$ cat src/rtl/cm_arbiter.sv
// Weighted min/max arbiter: balanced compare tree with optional pipeline stages.
// Optional one-hot grant output enabled by defining CM_ARBITER_GNT_OH_EN.
package cm_pkg;
  typedef enum logic {ARB_MIN = 1'b0, ARB_MAX = 1'b1} t_arb_algo;

  function automatic int sclog2(input int n);
    int r;
    r = 0;
    for (int i = 0; i < 31; i++) if ((1 << i) < n) r = i + 1;
    return (r < 1) ? 1 : r;
  endfunction
endpackage

module cm_arbiter_node
  import cm_pkg::*;
#(
  parameter int        DWIDTH = 8,
  parameter int        IW     = 2,
  parameter t_arb_algo ALGO   = ARB_MIN
) (
  input  logic              a_vld,
  input  logic [DWIDTH-1:0] a_wgt,
  input  logic [IW-1:0]     a_idx,
  input  logic              b_vld,
  input  logic [DWIDTH-1:0] b_wgt,
  input  logic [IW-1:0]     b_idx,
  output logic              o_vld,
  output logic [DWIDTH-1:0] o_wgt,
  output logic [IW-1:0]     o_idx
);
  logic b_better, pick_b;

  // 'a' is always the lower-index child, so ties keep 'a'.
  always_comb begin
    b_better = (ALGO == ARB_MAX) ? (b_wgt > a_wgt) : (b_wgt < a_wgt);
    pick_b   = b_vld & (~a_vld | b_better);
    o_vld    = a_vld | b_vld;
    o_wgt    = pick_b ? b_wgt : a_wgt;
    o_idx    = pick_b ? b_idx : a_idx;
  end
endmodule

module cm_arbiter
  import cm_pkg::*;
#(
  parameter int        DCNT      = 4,
  parameter int        DWIDTH    = 8,
  parameter int        REG_CNT   = 0,
  parameter t_arb_algo ALGO      = ARB_MIN,
  localparam int       IDX_WIDTH = sclog2(DCNT)
) (
  input  logic                        i_clk,
  input  logic                        i_rst,
  input  logic [DCNT-1:0]             i_req,
  input  logic [DCNT-1:0][DWIDTH-1:0] i_weight,
  output logic                        o_vld,
  output logic [IDX_WIDTH-1:0]        o_gnt
`ifdef CM_ARBITER_GNT_OH_EN
  ,
  output logic [DCNT-1:0]             o_gnt_oh
`endif
);
  localparam int DEPTH = (DCNT == 1) ? 0 : sclog2(DCNT);
  localparam int NP    = 1 << DEPTH;
  localparam int NODES = 2 * NP - 1;

  typedef struct packed {
    logic                 vld;
    logic [DWIDTH-1:0]    wgt;
    logic [IDX_WIDTH-1:0] idx;
  } node_t;

  // Register stages placed right after tree level 'lvl' (0 = leaves).
  function automatic int regs_at(input int lvl);
    int c;
    c = 0;
    if (REG_CNT > 0)
      for (int k = 1; k <= REG_CNT; k++)
        if ((k * DEPTH + REG_CNT - 1) / REG_CNT == lvl) c++;
    return c;
  endfunction

  // Heap node i sits at depth floor(log2(i+1)); tree level counts up from leaves.
  function automatic int heap_lvl(input int i);
    int d;
    d = 0;
    for (int b = 1; b < 31; b++) if ((1 << b) <= i + 1) d = b;
    return DEPTH - d;
  endfunction

  // Heap layout: root 0, children 2i+1 (lower lanes) and 2i+2, leaf n at NP-1+n.
  node_t [NODES-1:0] tree_o;

  for (genvar i = 0; i < NODES; i++) begin : g_node
    localparam int NR = regs_at(heap_lvl(i));
    node_t node_c;

    if (i >= NP - 1) begin : g_leaf
      localparam int LANE = i - (NP - 1);
      if (LANE < DCNT) begin : g_req
        assign node_c = '{vld: i_req[LANE], wgt: i_weight[LANE], idx: IDX_WIDTH'(LANE)};
      end else begin : g_pad
        assign node_c = '{vld: 1'b0, wgt: '0, idx: IDX_WIDTH'(LANE)};
      end
    end else begin : g_cmp
      cm_arbiter_node #(
        .DWIDTH(DWIDTH),
        .IW    (IDX_WIDTH),
        .ALGO  (ALGO)
      ) u_node (
        .a_vld(tree_o[2*i+1].vld),
        .a_wgt(tree_o[2*i+1].wgt),
        .a_idx(tree_o[2*i+1].idx),
        .b_vld(tree_o[2*i+2].vld),
        .b_wgt(tree_o[2*i+2].wgt),
        .b_idx(tree_o[2*i+2].idx),
        .o_vld(node_c.vld),
        .o_wgt(node_c.wgt),
        .o_idx(node_c.idx)
      );
    end

    if (NR == 0) begin : g_comb
      assign tree_o[i] = node_c;
    end else begin : g_pipe
      node_t [NR-1:0] pipe_d, pipe_q;

      always_comb begin
        pipe_d[0] = node_c;
        for (int s = 1; s < NR; s++) pipe_d[s] = pipe_q[s-1];
      end

      always_ff @(posedge i_clk) begin
        if (i_rst) pipe_q <= '0;
        else       pipe_q <= pipe_d;
      end

      assign tree_o[i] = pipe_q[NR-1];
    end
  end

  node_t root;
  assign root  = tree_o[0];
  assign o_vld = root.vld;
  assign o_gnt = root.vld ? root.idx : '0;

`ifdef CM_ARBITER_GNT_OH_EN
  assign o_gnt_oh = root.vld ? (DCNT'(1) << root.idx) : '0;
`endif

  // Root weight and, in the combinational build, clock/reset have no consumer.
  logic unused_ok;
  assign unused_ok = ^{root.wgt, i_clk, i_rst};
endmodule

$ cat config.mk
export PLATFORM = sky130hd
export DESIGN_NAME = cm_arbiter
export DESIGN_NICKNAME = d
export VERILOG_FILES = /design/src/rtl/cm_arbiter.sv
export SDC_FILE = /design/constraint.sdc
export NUM_CORES = 1
export LEC_CHECK = 0
export BUFFER_PORTS_ARGS = -buffer_cell sky130_fd_sc_hd__buf_2
export CORE_MARGIN = 1.5
export CORE_UTILIZATION = 31
export DETAILED_ROUTE_END_ITERATION = 10
export MAX_ROUTING_LAYER = met4
export PLACE_DENSITY_LB_ADDON = 0.15
export SLEW_MARGIN = 20
export SYNTH_ARGS = -nofsm -noshare
export SYNTH_HDL_FRONTEND = slang
export SYNTH_HIERARCHICAL = 1
export SYNTH_SLANG_ARGS = --single-unit
$ cat constraint.sdc
create_clock -name vclk -period 7.4
set_input_delay 1.48 -clock vclk [all_inputs]
set_output_delay 1.48 -clock vclk [all_outputs]
set_load 0.03 [all_outputs]
==> results of run 1 <==
## power by group
| part | internal [mW] | switching (mW) | leakage (nW) | total, mW |
|---|---|---|---|---|
| Sequential | 0 | 0 | 0 | 0 |
| Clock | 0 | 0 | 0 | 0 |
| Combinational | 0.0432 | 0.0381 | 0.629 | 0.0813 |
## routing by layer
layer,up-vias,wire length (um),track usage [%],share of wire [%]
met2,17,962,25.2,54
met5,-,0,-,0
met4,0,0,0,0
met3,0,69,0.230,3.9
li1,463,-,-,-
met1,393,739,13.6,42
## layout make-up
type / count / area [sq um] / share of cell area (%)
Multi-Input combinational cell: 89 / 816 / 71.6
Inverter: 24 / 90.1 / 7.90
Tap cell: 31 / 38.8 / 3.40
Timing Repair Buffer: 39 / 195 / 17.1
## worst paths after layout
kind / start / to / slack, ns / cells past startpoint
min: i_req[3] / o_vld / 3.45 / 4
max: i_weight[21] / o_gnt[0] / 0.94 / 16
==> summary.txt, run 1 <==
Run status
  • Status: complete, no violations

STA
  • Fmax: 155 MHz
  • Fin. max-slew vios: 0
  • Final hold violations: 0
  • Worst hold slack: 3.45 ns
  • Crit path time final: 6.46 ns
  • Setup ws final: 0.940 ns
  • RSZ-0062 raised after global routing: false
  • Crit share post-route: 87.3%
  • Final TNS setup: 0 ns
  • Final setup viols: 0

Worst setup path
  • Peak per-stage delay on the critical path: 0.39 ns
  • Path type of the worst setup path: input port to output pin
  • Crit-path leading delay family: simple AND/OR/NAND/NOR gates
  • Buf/Inv on CP: 3
  • Crit-path max FO: 10
  • Worst path cell trace: buf_2, inv_1, ha_1, a211oi_1, nor2_1, or3_1, o22ai_4, mux2_2, ha_1, a211oi_1, nor2_1, or3_1, o22ai_4, mux2_2, and2_1, buf_2
  • Critical Path RT: 5.92 ns
  • Slowest cell on crit path: mux2_2
  • Crit path capture type: output pin
  • Crit start category: input port
  • Critical Path AT: 4.98 ns

Drt
  • First drt pass iteration count: 4
  • Post-Route WL: 1770 um
  • DRT iter0 DRCs: 9
  • Remaining routing DRC violations: 0
  • Routed vias: 873
  • Antenna viol nets, final: 0
  • Drt wl/cell: 9.68 um
  • Drt via density: 4.77

Final layout
  • # fillers: 291
  • Leading cell type in the layout, fill and taps excluded: buf_2
  • Layout Utilization: 41.7%
  • Area Growth Syn to Fin: 29.0%
  • Final instance area: 1140 sq um
  • FFs & Latches: 0
  • Count of non-filler cells in the finished layout: 183
  • Clock buffers: 0
  • Final #Nets: 213
  • Share of cells above drive strength 1: 46.1%
  • ANT cells: 0
  • Most frequent cells in the layout: buf_2, inv_1, mux2_2
  • FF+latch area: 0 sq um

GRT
  • Largest net degree at the start of global routing: 11
  • Number of global-route vias before repair: 822
  • Number of antenna violations at the first check in global routing: 0
  • Total Routing Usage GR: 12.2%
  • GRT overflow: 0
  • First-pass GRT wire length: 3220 um

Placement
  • Routability cong.: 0.770
  • Post-DP Area: 1140 sq um
  • Number of port buffers: 39
  • Pre-CTS setup slack: 0.903 ns
  • Hpwl dp: 1690 um
  • Placed Cells: 183

Floorplanning
  • Die Y: 56.4 um
  • Starting Density: 32.3%
  • Placeable Area: 2730 sq um
  • Row count: 19
  • DIE WIDTH: 56.4 um
  • I/O pins: 41
  • Die ar.: 3180 sq um

Clock network
  • Cts hold-fix bufs: 0
  • CTS resizes: 0
  • Post-CTS setup buffer count: 0

Synthesis
  • Post-Syn Area: 883 sq um
  • YS warnings: 6
  • Post-Syn Instances: 107
  • Mean post-synth cell area: 8.26 sq um

Pwr
  • PwrDens: 71.3 nW/um^2
  • Peak supply drop: 0.0000353 V
  • Pleak: 0.629 nW
  • Total power: 0.0813 mW

Flow run
  • Max_cap viols: 0

Worst hold path
  • Hold WC Path Type: input port to output pin
No activity file was read; power rests on OpenSTA's default activity.
==> run 2: changes to the inputs <==
--- a/config.mk
+++ b/config.mk
@@ -6,12 +6,12 @@
 export NUM_CORES = 1
 export LEC_CHECK = 0
 export BUFFER_PORTS_ARGS = -buffer_cell sky130_fd_sc_hd__buf_2
+export CORE_ASPECT_RATIO = 1.5
 export CORE_MARGIN = 1.5
-export CORE_UTILIZATION = 31
+export CORE_UTILIZATION = 45
 export DETAILED_ROUTE_END_ITERATION = 10
 export MAX_ROUTING_LAYER = met4
 export PLACE_DENSITY_LB_ADDON = 0.15
-export SLEW_MARGIN = 20
 export SYNTH_ARGS = -nofsm -noshare
 export SYNTH_HDL_FRONTEND = slang
 export SYNTH_HIERARCHICAL = 1
==> summary.txt, run 2 (synthesis results as in run 1) <==
Final layout
  • Final instance area: 1130 sq um (-1.1%)
  • Most frequent cells in the layout: buf_2, inv_1, mux2_2
  • Area Growth Syn to Fin: 27.6%
  • # fillers: 188 (-35%)
  • FF+latch area: 0 sq um (unchanged)
  • FFs & Latches: 0 (unchanged)
  • Final #Nets: 213 (unchanged)
  • Clock buffers: 0 (unchanged)
  • Share of cells above drive strength 1: 46.1% (unchanged)
  • ANT cells: 0 (unchanged)
  • Leading cell type in the layout, fill and taps excluded: buf_2

Floorplanning
  • DIE WIDTH: 39.2 um (-31%)
  • Die Y: 57.3 um (+1.6%)
  • Placeable Area: 1830 sq um (-33%)
  • Row count: 19 (unchanged)
  • Die ar.: 2240 sq um (-29%)
  • I/O pins: 41 (unchanged)
  • Starting Density: 48.3% (+16 points)

Drt
  • Post-Route WL: 1610 um (-9.1%)
  • Routed vias: 866 (-0.80%)
  • Drt via density: 5.01 (+4.9%)
  • Drt wl/cell: 9.30 um (-3.9%)
  • Remaining routing DRC violations: 0 (unchanged)
  • Antenna viol nets, final: 0 (unchanged)
  • DRT iter0 DRCs: 1 (-8)
  • First drt pass iteration count: 4 (unchanged)

GRT
  • Met1 usage: 16.3% (+2.8 points)
  • GRT overflow: 0 (unchanged)
  • Met3 GRT Util: 0% (-0.23 points)
  • Number of global-route vias before repair: 777 (-5.5%)
  • First-pass GRT wire length: 2660 um (-17%)
  • Total Routing Usage GR: 15.9% (+3.7 points)
  • Number of antenna violations at the first check in global routing: 0 (unchanged)
  • Largest net degree at the start of global routing: 11 (unchanged)
  • Met2 GRT Util: 32.9% (+7.6 points)
  • GRT busiest layer: met2

Worst hold path
  • Hold WC Path Type: input port to output pin
  • Hold depth: 4 (unchanged)
  • Hold path start: i_req[3]

STA
  • Final TNS setup: 0 ns (unchanged)
  • Final setup viols: 0 (unchanged)
  • Crit share post-route: 87.1% (-0.23 points)
  • Fmax: 155 MHz (+0.27%)
  • Fin. max-slew vios: 0 (unchanged)
  • Crit path time final: 6.44 ns (-0.0171 ns)
  • RSZ-0062 raised after global routing: false
  • Final hold violations: 0 (unchanged)

Clock network
  • CTS resizes: 0 (unchanged)
  • Post-CTS setup buffer count: 0 (unchanged)
  • Cts hold-fix bufs: 0 (unchanged)

Worst setup path
  • Critical Path AT: 4.96 ns (-0.02 ns)
  • Path type of the worst setup path: input port to output pin
  • Critical path origin: i_weight[21]
  • Critical Path RT: 5.92 ns (about the same)
  • Crit start category: input port
  • Crit-path max FO: 10 (unchanged)
  • Crit path capture type: output pin

Run status
  • Status: complete, no violations

Pwr
  • Gate power share: 100.0% (about the same)
  • Clock power share: 0% (unchanged)
  • Flop pwr share: 0% (unchanged)
  • Internal power: 0.0432 mW (about the same)
  • Peak supply drop: 0.0000381 V (+7.8%)
  • Total power: 0.0809 mW (-0.56%)
  • Sw Pwr: 0.0377 mW (-1.1%)
  • Net Sw Frac: 46.6% (-0.27 points)
  • PwrDens: 71.7 nW/um^2 (+0.54%)
  • Pleak: 0.629 nW (unchanged)

Placement
  • Hpwl dp: 1570 um (-6.9%)
  • Routability cong.: 0.743 (-3.5%)
  • Post-DP Area: 1130 sq um (-1.1%)
  • Number of port buffers: 39 (unchanged)

Flow run
  • Max_cap viols: 0 (unchanged)
==> run 2: cell counts in the layout (fill, tap and decap cells not counted) <==
No cell type changed its count.
==> run 2: cell type report <==
| cell class | count | area (sq um) | area share [%] |
|---|---|---|---|
| repair buffers | 39 | 195 | 17.3 |
| well taps | 21 | 26.3 | 2.33 |
| multi-input cells | 89 | 816 | 72.4 |
| inverters | 24 | 90.1 | 7.99 |
==> run 2: path summary, 6_finish.rpt <==
| path | endpoint | slack [ns] |
|---|---|---|
| max | o_gnt[0] | 0.96 |
| min | o_vld | 3.44 |
==> run 2: critical path, cell delays in order <==
cell,delay [ns]
buf_2,0.08
inv_1,0.03
ha_1,0.30
a211oi_1,0.20
nor2_1,0.06
or3_1,0.35
o22ai_4,0.32
mux2_2,0.38
ha_1,0.29
a211oi_1,0.21
nor2_1,0.07
or3_1,0.35
o22ai_4,0.15
mux2_2,0.34
and2_1,0.15
buf_2,0.17
==> run 2: stage by stage <==
step	setup WS [ns]	hold slack, ns	util (%)	cells
6_report	0.958	3.44	61.6	173
3_3_place_gp	0.960	3.45	61.6	173
3_5_place_dp	0.923	3.45	61.6	173
4_1_cts	0.925	3.45	61.6	173
5_1_grt	0.719	3.48	61.6	173
2_1_floorplan	1.28	3.24	-	113
==> run 2: per-layer routing <==
| layer | up-vias | routed length (um) |
|---|---|---|
| met5 | - | 0 |
| met2 | 22 | 926 |
| met4 | 0 | 0 |
| met3 | 0 | 68 |
| li1 | 463 | - |
| met1 | 381 | 614 |
==> run 2: power by group through the flow <==
stage	Sequential (mW)	Combinational [mW]	Clock (mW)
2_1_floorplan	0	0.0594	0
3_3_place_gp	0	0.0796	0
3_5_place_dp	0	0.0825	0
4_1_cts	0	0.0826	0
5_1_grt	0	0.0917	0
6_report	0	0.0809	0
==> run 3: changes to the inputs <==
--- a/config.mk
+++ b/config.mk
@@ -6,7 +6,7 @@
 export NUM_CORES = 1
 export LEC_CHECK = 0
 export BUFFER_PORTS_ARGS = -buffer_cell sky130_fd_sc_hd__buf_2
-export CORE_ASPECT_RATIO = 1.5
+export CORE_ASPECT_RATIO = 1.2
 export CORE_MARGIN = 1.5
 export CORE_UTILIZATION = 45
 export DETAILED_ROUTE_END_ITERATION = 10
==> constraint.sdc (replaced) <==
create_clock -name vclk -period 7.2
set_input_delay 1.44 -clock vclk [all_inputs]
set_output_delay 1.44 -clock vclk [all_outputs]
set_load 0.03 [all_outputs]
==> summary.txt, run 3 (synthesis results as in run 1) <==
Run status
  • Status: complete, no violations

STA
  • Fin. max-slew vios: 0 (unchanged)
  • Worst hold slack: 3.38 ns (-0.0605 ns)
  • Final TNS setup: 0 ns (unchanged)
  • Final hold violations: 0 (unchanged)
  • Setup ws final: 0.829 ns (-0.129 ns)
  • RSZ-0062 raised after global routing: false
  • Crit share post-route: 88.5%
  • Crit path time final: 6.37 ns
  • Fmax: 157 MHz
  • Final setup viols: 0 (unchanged)

Floorplanning
  • Die ar.: 2240 sq um (-0.20%)
  • Row count: 17 (-2)
  • Die Y: 51.5 um (-10%)
  • I/O pins: 41 (unchanged)
  • Placeable Area: 1850 sq um (+1.1%)
  • Starting Density: 47.7% (-0.52 points)
  • DIE WIDTH: 43.4 um (+11%)

Final layout
  • Share of cells above drive strength 1: 46.1% (unchanged)
  • Count of non-filler cells in the finished layout: 171 (-1.2%)
  • Area Growth Syn to Fin: 27.3%
  • Most frequent cells in the layout: buf_2, inv_1, mux2_2
  • ANT cells: 0 (unchanged)
  • Leading cell type in the layout, fill and taps excluded: buf_2
  • Clock buffers: 0 (unchanged)
  • FF+latch area: 0 sq um (unchanged)
  • Layout Utilization: 60.8% (-0.80 points)
  • # fillers: 183 (-2.7%)
  • Final instance area: 1120 sq um (-0.22%)
  • Final #Nets: 213 (unchanged)
  • FFs & Latches: 0 (unchanged)

Worst setup path
  • Critical Path RT: 5.76 ns (-0.16 ns)
  • Peak per-stage delay on the critical path: 0.38 ns (about the same)
  • Slowest cell on crit path: mux2_2
  • Crit-path max FO: 10 (unchanged)
  • Critical path origin: i_weight[5]
  • Critical Path AT: 4.93 ns (-0.03 ns)
  • Crit-path leading delay family: simple AND/OR/NAND/NOR gates
  • Buf/Inv on CP: 4 (+1)
  • Crit start category: input port
  • Crit path capture type: output pin
  • WP depth: 17 (+1)
  • Worst path cell trace: buf_2, inv_1, ha_1, a211oi_1, nor2_1, or3_1, o22ai_4, mux2_2, inv_1, ha_1, a211oi_1, nor2_1, or3_1, o22ai_4, mux2_2, and2_1, buf_2
  • Last element of the critical path: o_gnt[0]
  • Path type of the worst setup path: input port to output pin

Placement
  • Pre-CTS setup slack: 0.802 ns (-0.121 ns)
  • Hpwl dp: 1590 um (+1.1%)
  • Routability cong.: 0.739 (-0.61%)
  • Placed Cells: 171 (-1.2%)
  • Post-DP Area: 1120 sq um (-0.22%)
  • Number of port buffers: 39 (unchanged)

Flow run
  • Max_cap viols: 0 (unchanged)

Clock network
  • Post-CTS setup buffer count: 0 (unchanged)
  • Cts hold-fix bufs: 0 (unchanged)
  • CTS resizes: 0 (unchanged)

GRT
  • First-pass GRT wire length: 3030 um (+14%)
  • Number of antenna violations at the first check in global routing: 0 (unchanged)
  • GRT overflow: 0 (unchanged)
  • Number of global-route vias before repair: 861 (+11%)
  • Largest net degree at the start of global routing: 11 (unchanged)
  • Total Routing Usage GR: 16.9% (+1.1 points)

Pwr
  • PwrDens: 74.4 nW/um^2 (+3.7%)
  • Total power: 0.0837 mW (+3.5%)
  • Pleak: 0.629 nW (unchanged)
  • Peak supply drop: 0.0000391 V (+2.7%)

Worst hold path
  • Hold WC Path Type: input port to output pin

Drt
  • Drt wl/cell: 9.97 um (+7.2%)
  • First drt pass iteration count: 2 (-2)
  • Remaining routing DRC violations: 0 (unchanged)
  • Antenna viol nets, final: 0 (unchanged)
  • DRT iter0 DRCs: 1 (unchanged)
  • Routed vias: 890 (+2.8%)
  • Drt via density: 5.20 (+4.0%)
  • Post-Route WL: 1710 um (+6.0%)
==> run 3: cell counts in the layout (fill, tap and decap cells not counted) <==
No cell type changed its count.
==> run 3: worst min path at each step <==
stage	end	from	slack (ns)	cells past startpoint
after floorplan	o_vld	i_req[3]	3.16	2
after global placement	o_vld	i_req[3]	3.36	4
after detailed placement	o_vld	i_req[3]	3.38	4
after CTS	o_vld	i_req[3]	3.38	4
after global routing	o_vld	i_req[3]	3.41	4
final	o_vld	i_req[3]	3.38	4
==> run 3: routing by layer <==
| layer | share of wire [%] | wire, um | GRT usage [%] |
|---|---|---|---|
| met1 | 40 | 677 | 15.8 |
| met2 | 55 | 936 | 38.1 |
| met3 | 4.1 | 70 | 0 |
| met4 | 1.2 | 21 | 1.52 |
| met5 | 0 | 0 | - |
==> run 3: area by class of cell <==
type / count / area [sq um] / share of cell area [%]
repair buffers: 39 / 195 / 17.4
inverters: 24 / 90.1 / 8.01
multi-input cells: 89 / 816 / 72.5
well taps: 19 / 23.8 / 2.11
==> run 3: power breakdown <==
| part | internal [mW] | switching [mW] | leakage [nW] |
|---|---|---|---|
| Combinational | 0.0444 | 0.0393 | 0.629 |
| Sequential | 0 | 0 | 0 |
| Clock | 0 | 0 | 0 |
